$ cat src/rtl/fcp_credit_tx_gate.sv
// Credit-gated AXI-Stream transmit stage for FCP-style flow control.
// Each virtual channel (VC) keeps a credit limit (FCCL) and a count of
// beats sent (FCTBS). A beat is forwarded only while the VC has credit.
// The downstream side raises the limit with FCP updates. An update that
// would move the limit backwards is counted as stale and dropped.
//
// state  | meaning
// S_HEAD | next beat is a packet head; VC comes from tdata[16 +: QIW]
// S_BODY | inside a multi-beat packet; VC comes from the latched vc_reg
module fcp_credit_tx_gate #(
    parameter int QUEUE_INDEX_WIDTH = 4,
    parameter int DATA_WIDTH        = 64,
    parameter int STAT_WIDTH        = 32,
    parameter int INIT_CREDIT       = 16
) (
    input  logic                         clk,
    input  logic                         rst,
    input  logic [DATA_WIDTH-1:0]        s_axis_pkt_tdata,
    input  logic                         s_axis_pkt_tvalid,
    input  logic                         s_axis_pkt_tlast,
    input  logic [DATA_WIDTH/8-1:0]      s_axis_pkt_tkeep,
    output logic                         s_axis_pkt_tready,
    output logic [DATA_WIDTH-1:0]        m_axis_pkt_tdata,
    output logic                         m_axis_pkt_tvalid,
    output logic                         m_axis_pkt_tlast,
    output logic [DATA_WIDTH/8-1:0]      m_axis_pkt_tkeep,
    input  logic                         m_axis_pkt_tready,
    input  logic                         fcp_valid,
    input  logic [QUEUE_INDEX_WIDTH-1:0] fcp_vc,
    input  logic [STAT_WIDTH-1:0]        fcp_fccl,
    output logic [STAT_WIDTH-1:0]        dbg_tx_beat_count,
    output logic [STAT_WIDTH-1:0]        dbg_credit_stall_count,
    output logic [STAT_WIDTH-1:0]        dbg_fcp_stale_count
);

    localparam int NUM_VC     = 2 ** QUEUE_INDEX_WIDTH;
    localparam int KEEP_WIDTH = DATA_WIDTH / 8;
    localparam logic [STAT_WIDTH-1:0] ONE       = STAT_WIDTH'(1);
    localparam logic [STAT_WIDTH-1:0] INIT_CRED = STAT_WIDTH'(INIT_CREDIT);

    typedef enum logic {S_HEAD = 1'b0, S_BODY = 1'b1} state_t;

    state_t                         state_q, state_d;
    logic [QUEUE_INDEX_WIDTH-1:0]   vc_reg_q, vc_reg_d;
    logic [STAT_WIDTH-1:0]          fccl_q [NUM_VC];
    logic [STAT_WIDTH-1:0]          fccl_d [NUM_VC];
    logic [STAT_WIDTH-1:0]          fctbs_q [NUM_VC];
    logic [STAT_WIDTH-1:0]          fctbs_d [NUM_VC];
    logic [DATA_WIDTH-1:0]          tdata_q, tdata_d;
    logic                           tvalid_q, tvalid_d;
    logic                           tlast_q, tlast_d;
    logic [KEEP_WIDTH-1:0]          tkeep_q, tkeep_d;
    logic [STAT_WIDTH-1:0]          tx_cnt_q, tx_cnt_d;
    logic [STAT_WIDTH-1:0]          stall_cnt_q, stall_cnt_d;
    logic [STAT_WIDTH-1:0]          stale_cnt_q, stale_cnt_d;

    logic [QUEUE_INDEX_WIDTH-1:0]   vc;
    logic [STAT_WIDTH-1:0]          avail;
    logic [STAT_WIDTH-1:0]          fcp_delta;
    logic                           credit_ok;
    logic                           out_ready;
    logic                           beat_acc;

    // Credit check for the VC of the beat currently offered upstream.
    always_comb begin
        vc        = (state_q == S_BODY) ? vc_reg_q
                                        : s_axis_pkt_tdata[16 +: QUEUE_INDEX_WIDTH];
        avail     = fccl_q[vc] - fctbs_q[vc];
        credit_ok = (avail != '0) && !avail[STAT_WIDTH-1];
        out_ready = m_axis_pkt_tready || !tvalid_q;
    end

    // FSM outputs: upstream ready and the resulting beat handshake.
    always_comb begin
        s_axis_pkt_tready = credit_ok && out_ready;
        beat_acc          = s_axis_pkt_tvalid && s_axis_pkt_tready;
    end

    // FSM next state: the VC is latched only when a packet head opens a body.
    always_comb begin
        state_d  = state_q;
        vc_reg_d = vc_reg_q;
        if (beat_acc) begin
            case (state_q)
                S_HEAD: begin
                    if (!s_axis_pkt_tlast) begin
                        state_d  = S_BODY;
                        vc_reg_d = vc;
                    end
                end
                S_BODY: begin
                    if (s_axis_pkt_tlast) state_d = S_HEAD;
                end
                default: state_d = S_HEAD;
            endcase
        end
    end

    // Credit tables, output stage and statistics.
    // The credit check above reads the pre-update FCCL, so an FCP update in
    // the same cycle only affects the following cycles.
    always_comb begin
        fccl_d      = fccl_q;
        fctbs_d     = fctbs_q;
        tdata_d     = tdata_q;
        tvalid_d    = tvalid_q;
        tlast_d     = tlast_q;
        tkeep_d     = tkeep_q;
        tx_cnt_d    = tx_cnt_q;
        stall_cnt_d = stall_cnt_q;
        stale_cnt_d = stale_cnt_q;
        fcp_delta   = fcp_fccl - fccl_q[fcp_vc];

        if (beat_acc) begin
            tdata_d     = s_axis_pkt_tdata;
            tlast_d     = s_axis_pkt_tlast;
            tkeep_d     = s_axis_pkt_tkeep;
            tvalid_d    = 1'b1;
            fctbs_d[vc] = fctbs_q[vc] + ONE;
            tx_cnt_d    = tx_cnt_q + ONE;
        end else if (tvalid_q && m_axis_pkt_tready) begin
            tvalid_d = 1'b0;
        end

        if (s_axis_pkt_tvalid && !credit_ok && out_ready) begin
            stall_cnt_d = stall_cnt_q + ONE;
        end

        if (fcp_valid) begin
            if (!fcp_delta[STAT_WIDTH-1]) begin
                fccl_d[fcp_vc] = fcp_fccl;
            end else begin
                stale_cnt_d = stale_cnt_q + ONE;
            end
        end
    end

    // State register with asynchronous reset.
    always_ff @(posedge clk or posedge rst) begin
        if (rst) begin
            state_q     <= S_HEAD;
            vc_reg_q    <= '0;
            tdata_q     <= '0;
            tvalid_q    <= 1'b0;
            tlast_q     <= 1'b0;
            tkeep_q     <= '0;
            tx_cnt_q    <= '0;
            stall_cnt_q <= '0;
            stale_cnt_q <= '0;
            for (int v = 0; v < NUM_VC; v++) begin
                fccl_q[v]  <= INIT_CRED;
                fctbs_q[v] <= '0;
            end
        end else begin
            state_q     <= state_d;
            vc_reg_q    <= vc_reg_d;
            tdata_q     <= tdata_d;
            tvalid_q    <= tvalid_d;
            tlast_q     <= tlast_d;
            tkeep_q     <= tkeep_d;
            tx_cnt_q    <= tx_cnt_d;
            stall_cnt_q <= stall_cnt_d;
            stale_cnt_q <= stale_cnt_d;
            fccl_q      <= fccl_d;
            fctbs_q     <= fctbs_d;
        end
    end

    assign m_axis_pkt_tdata       = tdata_q;
    assign m_axis_pkt_tvalid      = tvalid_q;
    assign m_axis_pkt_tlast       = tlast_q;
    assign m_axis_pkt_tkeep       = tkeep_q;
    assign dbg_tx_beat_count      = tx_cnt_q;
    assign dbg_credit_stall_count = stall_cnt_q;
    assign dbg_fcp_stale_count    = stale_cnt_q;

endmodule

$ cat config.mk
export PLATFORM = sky130hd
export DESIGN_NAME = fcp_credit_tx_gate
export DESIGN_NICKNAME = d
export VERILOG_FILES = /design/src/rtl/fcp_credit_tx_gate.sv
export SDC_FILE = /design/constraint.sdc
export NUM_CORES = 2
export LEC_CHECK = 0
export CORE_ASPECT_RATIO = 0.9
export CORE_MARGIN = 2
export CORE_UTILIZATION = 55
export CTS_CLUSTER_DIAMETER = 80
export DETAILED_ROUTE_END_ITERATION = 8
export HOLD_SLACK_MARGIN = 0.08
export PLACE_DENSITY = 0.78
export SETUP_SLACK_MARGIN = 0.02
export SYNTH_ARGS = -nofsm -noshare
export SYNTH_HDL_FRONTEND = slang
export SYNTH_SLANG_ARGS = --single-unit
export TNS_END_PERCENT = 30
$ cat constraint.sdc
create_clock -name clk -period 42.2 [get_ports clk]
set_input_delay 8.44 -clock clk [delete_from_list [all_inputs] [get_ports clk]]
set_output_delay 8.44 -clock clk [all_outputs]
set_load 0.02 [all_outputs]
Yosys cells after proc, flatten, opt, wreduce, memory -nomap -nowiden:

Cells that the tools add are included.

* bits in registers: 1199
* input bits: 114

* add/subtract/negate cells: 6
* $lt $le $gt $ge: 4
* muxes and demuxes: 19
* bitwise gates (word level): 5
* reduce and logical (&&, ||, !) cells: 17

Operators with widths (number)
* $bwmux W512: 2
* $bmux W32 S4: 3
* $demux W32 S4: 2
* $mux W32: 8
* $add A32 B1 Y32 const B: 4
* $sub A32 B32 Y32: 2
* $reduce_bool A32 Y1: 1
* $ge A5 B5 Y1 const B: 2
* $lt A5 B1 Y1 const B: 2
* $not A4 Y5: 2
* $logic_and A1 B1 Y1: 8
* $mux W4: 1
* $reduce_and A2 Y1: 2
* $logic_not A1 Y1: 3
* $mux W1: 3
* $not A1 Y1: 3
* $reduce_and A3 Y1: 1
* $reduce_bool A2 Y1: 1
* $logic_or A1 B1 Y1: 1

Depth between registers and ports, before layout:

* depth after elaboration: 11
* gate-level depth with buffers: 34

Worst setup path after synthesis:

No wires, ideal clock.

* kind: input -> output
* start: input port s_axis_pkt_tdata[16]
* end: output port s_axis_pkt_tready
* data arrival time: 15.080 ns
* data required time: 33.760 ns
* path slack: 18.680 ns
* cell stages on the path: 24
* path through: buf_2 > mux2i_4 > buf_6 > buf_8 > buf_2 > buf_1 > clkbuf_1 > clkbuf_1 > buf_1 > mux4_2 > a22oi_1 > nand2_1 > ha_1 > clkbuf_1 > inv_1 > o32a_1 > o221a_2 > or3_1 > a2111o_1 > mux2i_1 > a211oi_1 > and4_4 > and2_1 > nor3b_1

* word-level cells in the longest chain between the ends: 9

RTL lines
* from (decl): line 18 `input logic [DATA_WIDTH-1:0] s_axis_pkt_tdata,`
* $mux W4 *: line 66 `vc = (state_q == S_BODY) ? vc_reg_q`
* $not A4 Y5 (implied by the code) *: line 68 `avail = fccl_q[vc] - fctbs_q[vc];`
* $bmux W32 S4: line 68
* $mux W32 (implied by the code) (2 in series): line 68
* $sub A32 B32 Y32 *: line 68
* $reduce_bool A32 Y1 or $logic_not A1 Y1 (tied branches): line 69 `credit_ok = (avail != '0) && !avail[STAT_WIDTH-1];`
* $logic_and A1 B1 Y1 *: line 69
* $logic_and A1 B1 Y1 *: line 75 `s_axis_pkt_tready = credit_ok && out_ready;`
* to (decl): line 22 `output logic s_axis_pkt_tready,`

Mark *: on every way between the ends. The rest lies on a longest branch, timed or not. The select of a mux whose other input is x is not followed.

Worst setup path in the final report:

Ends and elaborated chain as after synthesis.

==> impl_metrics.yaml <==
grt:
  grt.total_usage_pct: 29.67
  grt_pass1_wl_um: 261700
  grt_max_degree: 187
  grt_pass1_vias: 42310
  grt_antenna_before_repair: 8
  grt_overflow_total: 0
cells_and_area:
  layout.nets: 4873
  fin_area_um2: 69770
  stdcell_count: 6279
  utilization_pct: 62.67
  register_area_um2: 30020
  area_growth_pct: 12.75
  drive_gt1_share_pct: 37.08
  nFillCells: 8159
  multi_input_comb_area_um2: 29940
setup_path:
  r2r-end: "fctbs_q[318]$_DFFE_PP0P_"
  end_kind: "output port"
  worstSetupPathType: "input port to output port"
  cp-endpoint: "s_axis_pkt_tready"
  startpoint_type: "input port"
  required_ns: 33.76
  reg2reg_from: "state_q$_DFFE_PP0P_"
  path_max_fanout: 43
  startpoint: "s_axis_pkt_tdata[16]"
  worstRegToRegCells: 21
  arrival_ns: 16.18
  r2r_slack_ns: 32.86
sta:
  period_minus_slack_ns: 24.62
  final.setup.tns_ns: 0
  finalWorstSetupSlack_ns: 17.58
  finClkSkew_ns: 0.03306
  worst_slew_pin_slew_ns: 1.253
  relSlewSlack_pct: 15.88
  maxSlewViolCount: 0
  finalCritPeriodShare_pct: 58.34
  setup_violations: 0
  rsz0062_at_grt: "no"
  finalHoldViolCount: 0
  timing.hold.ws_ns: 0.4833
  clock.fmax_ghz: 0.04062
logic_synthesis:
  synth-adder-area-share_pct: 1.250
  synth-seq-cells: 1199
  ys_seq_area_share_pct: 48.52
  synth_top_family_by_area: "multiplexers"
  ys_types: 92
  synthMuxAreaShare_pct: 32.66
  ys.warnings.count: 0
  yosys.area_share.xor_xnor_pct: 1.939
  synth_edf_count: 0
  postSynth.asyncResetShare_pct: 100.0
  synth_top_cell_by_area: "dfrtp_1"
  synth_compound_area_share_pct: 5.308
  syn_area_um2: 61880
  synth-simple-area-share_pct: 6.761
  synthCells: 4598
  synth_top_area_share_pct: 47.84
  avgSynthCellArea_um2: 13.46
  syn-num-nets: 4769
  yosys-top-cells-area: "dfrtp_1 48%, mux2_2 19%, mux4_2 12%"
  synth_ff_type: "dfrtp_1"
clock_network:
  clk_path_buf_depth: 3
  post-cts-setup-buffers: 0
  clkSlewWorstSetupHoldPaths_ns: 0.05
  numCtsBuffers: 121
  clk_latency_ns: 0.74
  cts-htree-levels: 3
  tritoncts: "yes"
  clock-sinks: 1199
  cts-hold-fix-buffers: 0
  clockRootBuffer: "clkbuf_16"
  post_cts_resized: 0
route:
  drt_wl_total_um: 170100
  dr.pass1.iters: 8
  remaining_drc_errors: 0
  viasPerCell: 6.609
  detail_route.iter0.violations: 4169
  wl_per_cell_um: 27.10
  routed-via-count: 41500
  postRouteAntennaNets: 0
die:
  die_h_um: 322.2
  die_area_um2: 115200
  start_util_pct: 55.59
  row_count: 116
  coreArea_um2: 111300
  ios: 285
  die-width_um: 357.6
run_status:
  outcome: "complete, no violations"
power_and_ir_drop:
  p_per_area_nw_per_um2: 76.94
  p_seq_share_pct: 32.0
  ir_worst_vdd_mv: 0.06412
  pwr-share-clk_pct: 20.7
  sw_frac_of_total_pct: 39.99
  p_sw_mw: 2.147
  comb_power_share_pct: 47.3
  internal-power_mw: 3.221
  power_leakage_nw: 31.18
  fin_total_pwr_mw: 5.368
placed_design:
  post-dp-hpwl_um: 100000
  placedCellCount: 6053
  post-place-ws_ns: 17.61
  place_congestion: 0.9328
  placed_cell_area_um2: 65630
  io_buffers: 284
worst_hold_path:
  hp-class: "register to register"
  min_from: "dbg_credit_stall_count[31]$_DFFE_PP0P_"
job:
  maxCapViolCount: 0
## critical path, cell delays in order
cell and delay [ns]:
clkdlybuf4s50_1 0.68, mux2i_4 0.29, buf_4 0.68, buf_4 0.82, mux4_2 0.61, a221oi_1 0.59, ha_1 0.28, inv_1 0.05
ha_1 0.19, a21oi_1 0.28, o22ai_1 0.21, a31o_2 0.33, a2111oi_0 0.52, a2111oi_0 0.14, and4_1 0.25, and4_4 0.19
and2_1 0.17, nor3b_1 0.65, clkdlybuf4s50_1 0.75
## area by class of cell
| class | instances | area share [%] |
|---|---|---|
| Antenna cell | 3 | 0.01076 |
| Clock buffer | 175 | 5.046 |
| Clock inverter | 47 | 0.8590 |
| Inverter | 100 | 0.5434 |
| Multi-Input combinational cell | 2919 | 42.92 |
| Sequential cell | 1199 | 43.03 |
| Tap cell | 1475 | 2.645 |
| Timing Repair Buffer | 361 | 4.944 |
## how the worst min path moves through the flow
stage	depth (start not counted)	slack [ns]	end
global route	1	0.48	dbg_fcp_stale_count[31]$_DFFE_PP0P_
detailed placement	1	0.47	dbg_fcp_stale_count[31]$_DFFE_PP0P_
floorplan	1	0.46	fctbs_q[353]$_DFFE_PP0P_
global placement	1	0.46	dbg_credit_stall_count[31]$_DFFE_PP0P_
finish	1	0.48	dbg_credit_stall_count[31]$_DFFE_PP0P_
CTS	1	0.48	dbg_fcp_stale_count[31]$_DFFE_PP0P_
## state kept, by name (all words and copies together) (netlist names)
signal	flops
fccl_q	512
fctbs_q	512
m_axis_pkt_tdata	64
dbg_credit_stall_count	32
dbg_fcp_stale_count	32
dbg_tx_beat_count	32
m_axis_pkt_tkeep	8
vc_reg_q	4
m_axis_pkt_tlast	1
m_axis_pkt_tvalid	1
state_q	1
## metal layers
metal | up-vias | routed length, um | track usage [%]
li1 | 17420 | - | -
met4 | 4 | 6009 | 9.847
met2 | 2009 | 77510 | 45.46
met1 | 21660 | 70100 | 42.06
met5 | - | 32 | 0
met3 | 410 | 16480 | 6.925
## synth_stat cells (41+ instances only)
cell type	number
dfrtp_1	1183
mux2_2	1063
mux4_2	335
nand2_1	271
clkbuf_1	180
a21oi_1	156
nand3_1	123
inv_1	100
xnor2_1	91
buf_1	89
a22oi_1	67
nand4_1	67
buf_2	64
nor2_1	58
ha_1	57
and3_1	56
a21boi_0	49
xor2_1	46
o21ai_0	41
## placed cells by master (no fill, tap or decap), drive strengths merged, types with 22 or more instances in the layout
cell type,instances
mux4,335
inv,105
mux2i,32
and2,22
nand3,134
nor2,58
o41ai,34
o21ai,41
clkinv,30
dfrtp,1183
xnor2,91
a22oi,67
clkdlybuf4s50,279
a21oi,157
clkbuf,175
nand4,69
buf,82
nor3,37
and3,56
nor4,22
nand2,271
xor2,46
mux2,1090
ha,57
a21boi,49
## kinds of logic (layout without fill, tap and decap cells)
| group | count (synthesis) | count (layout) |
|---|---|---|
| AO/OA/AOI/OAI | 484 | 484 |
| XOR/XNOR | 137 | 137 |
| buffers and inverters | 480 | 683 |
| AND/OR/NAND/NOR | 778 | 778 |
| adder cells (fa/ha/maj) | 63 | 63 |
| flip-flops | 1199 | 1199 |
| other | 0 | 3 |
| multiplexers | 1457 | 1457 |
## power groups by stage
stage | registers [mW] | logic, mW | clock network, mW
floorplan | 1.72 | 1.75 | 0
global route | 1.76 | 2.71 | 1.17
CTS | 1.71 | 2.51 | 1.12
finish | 1.72 | 2.54 | 1.11
global placement | 1.71 | 2.46 | 0
detailed placement | 1.73 | 2.49 | 0
(Power assumes the default switching activity.)
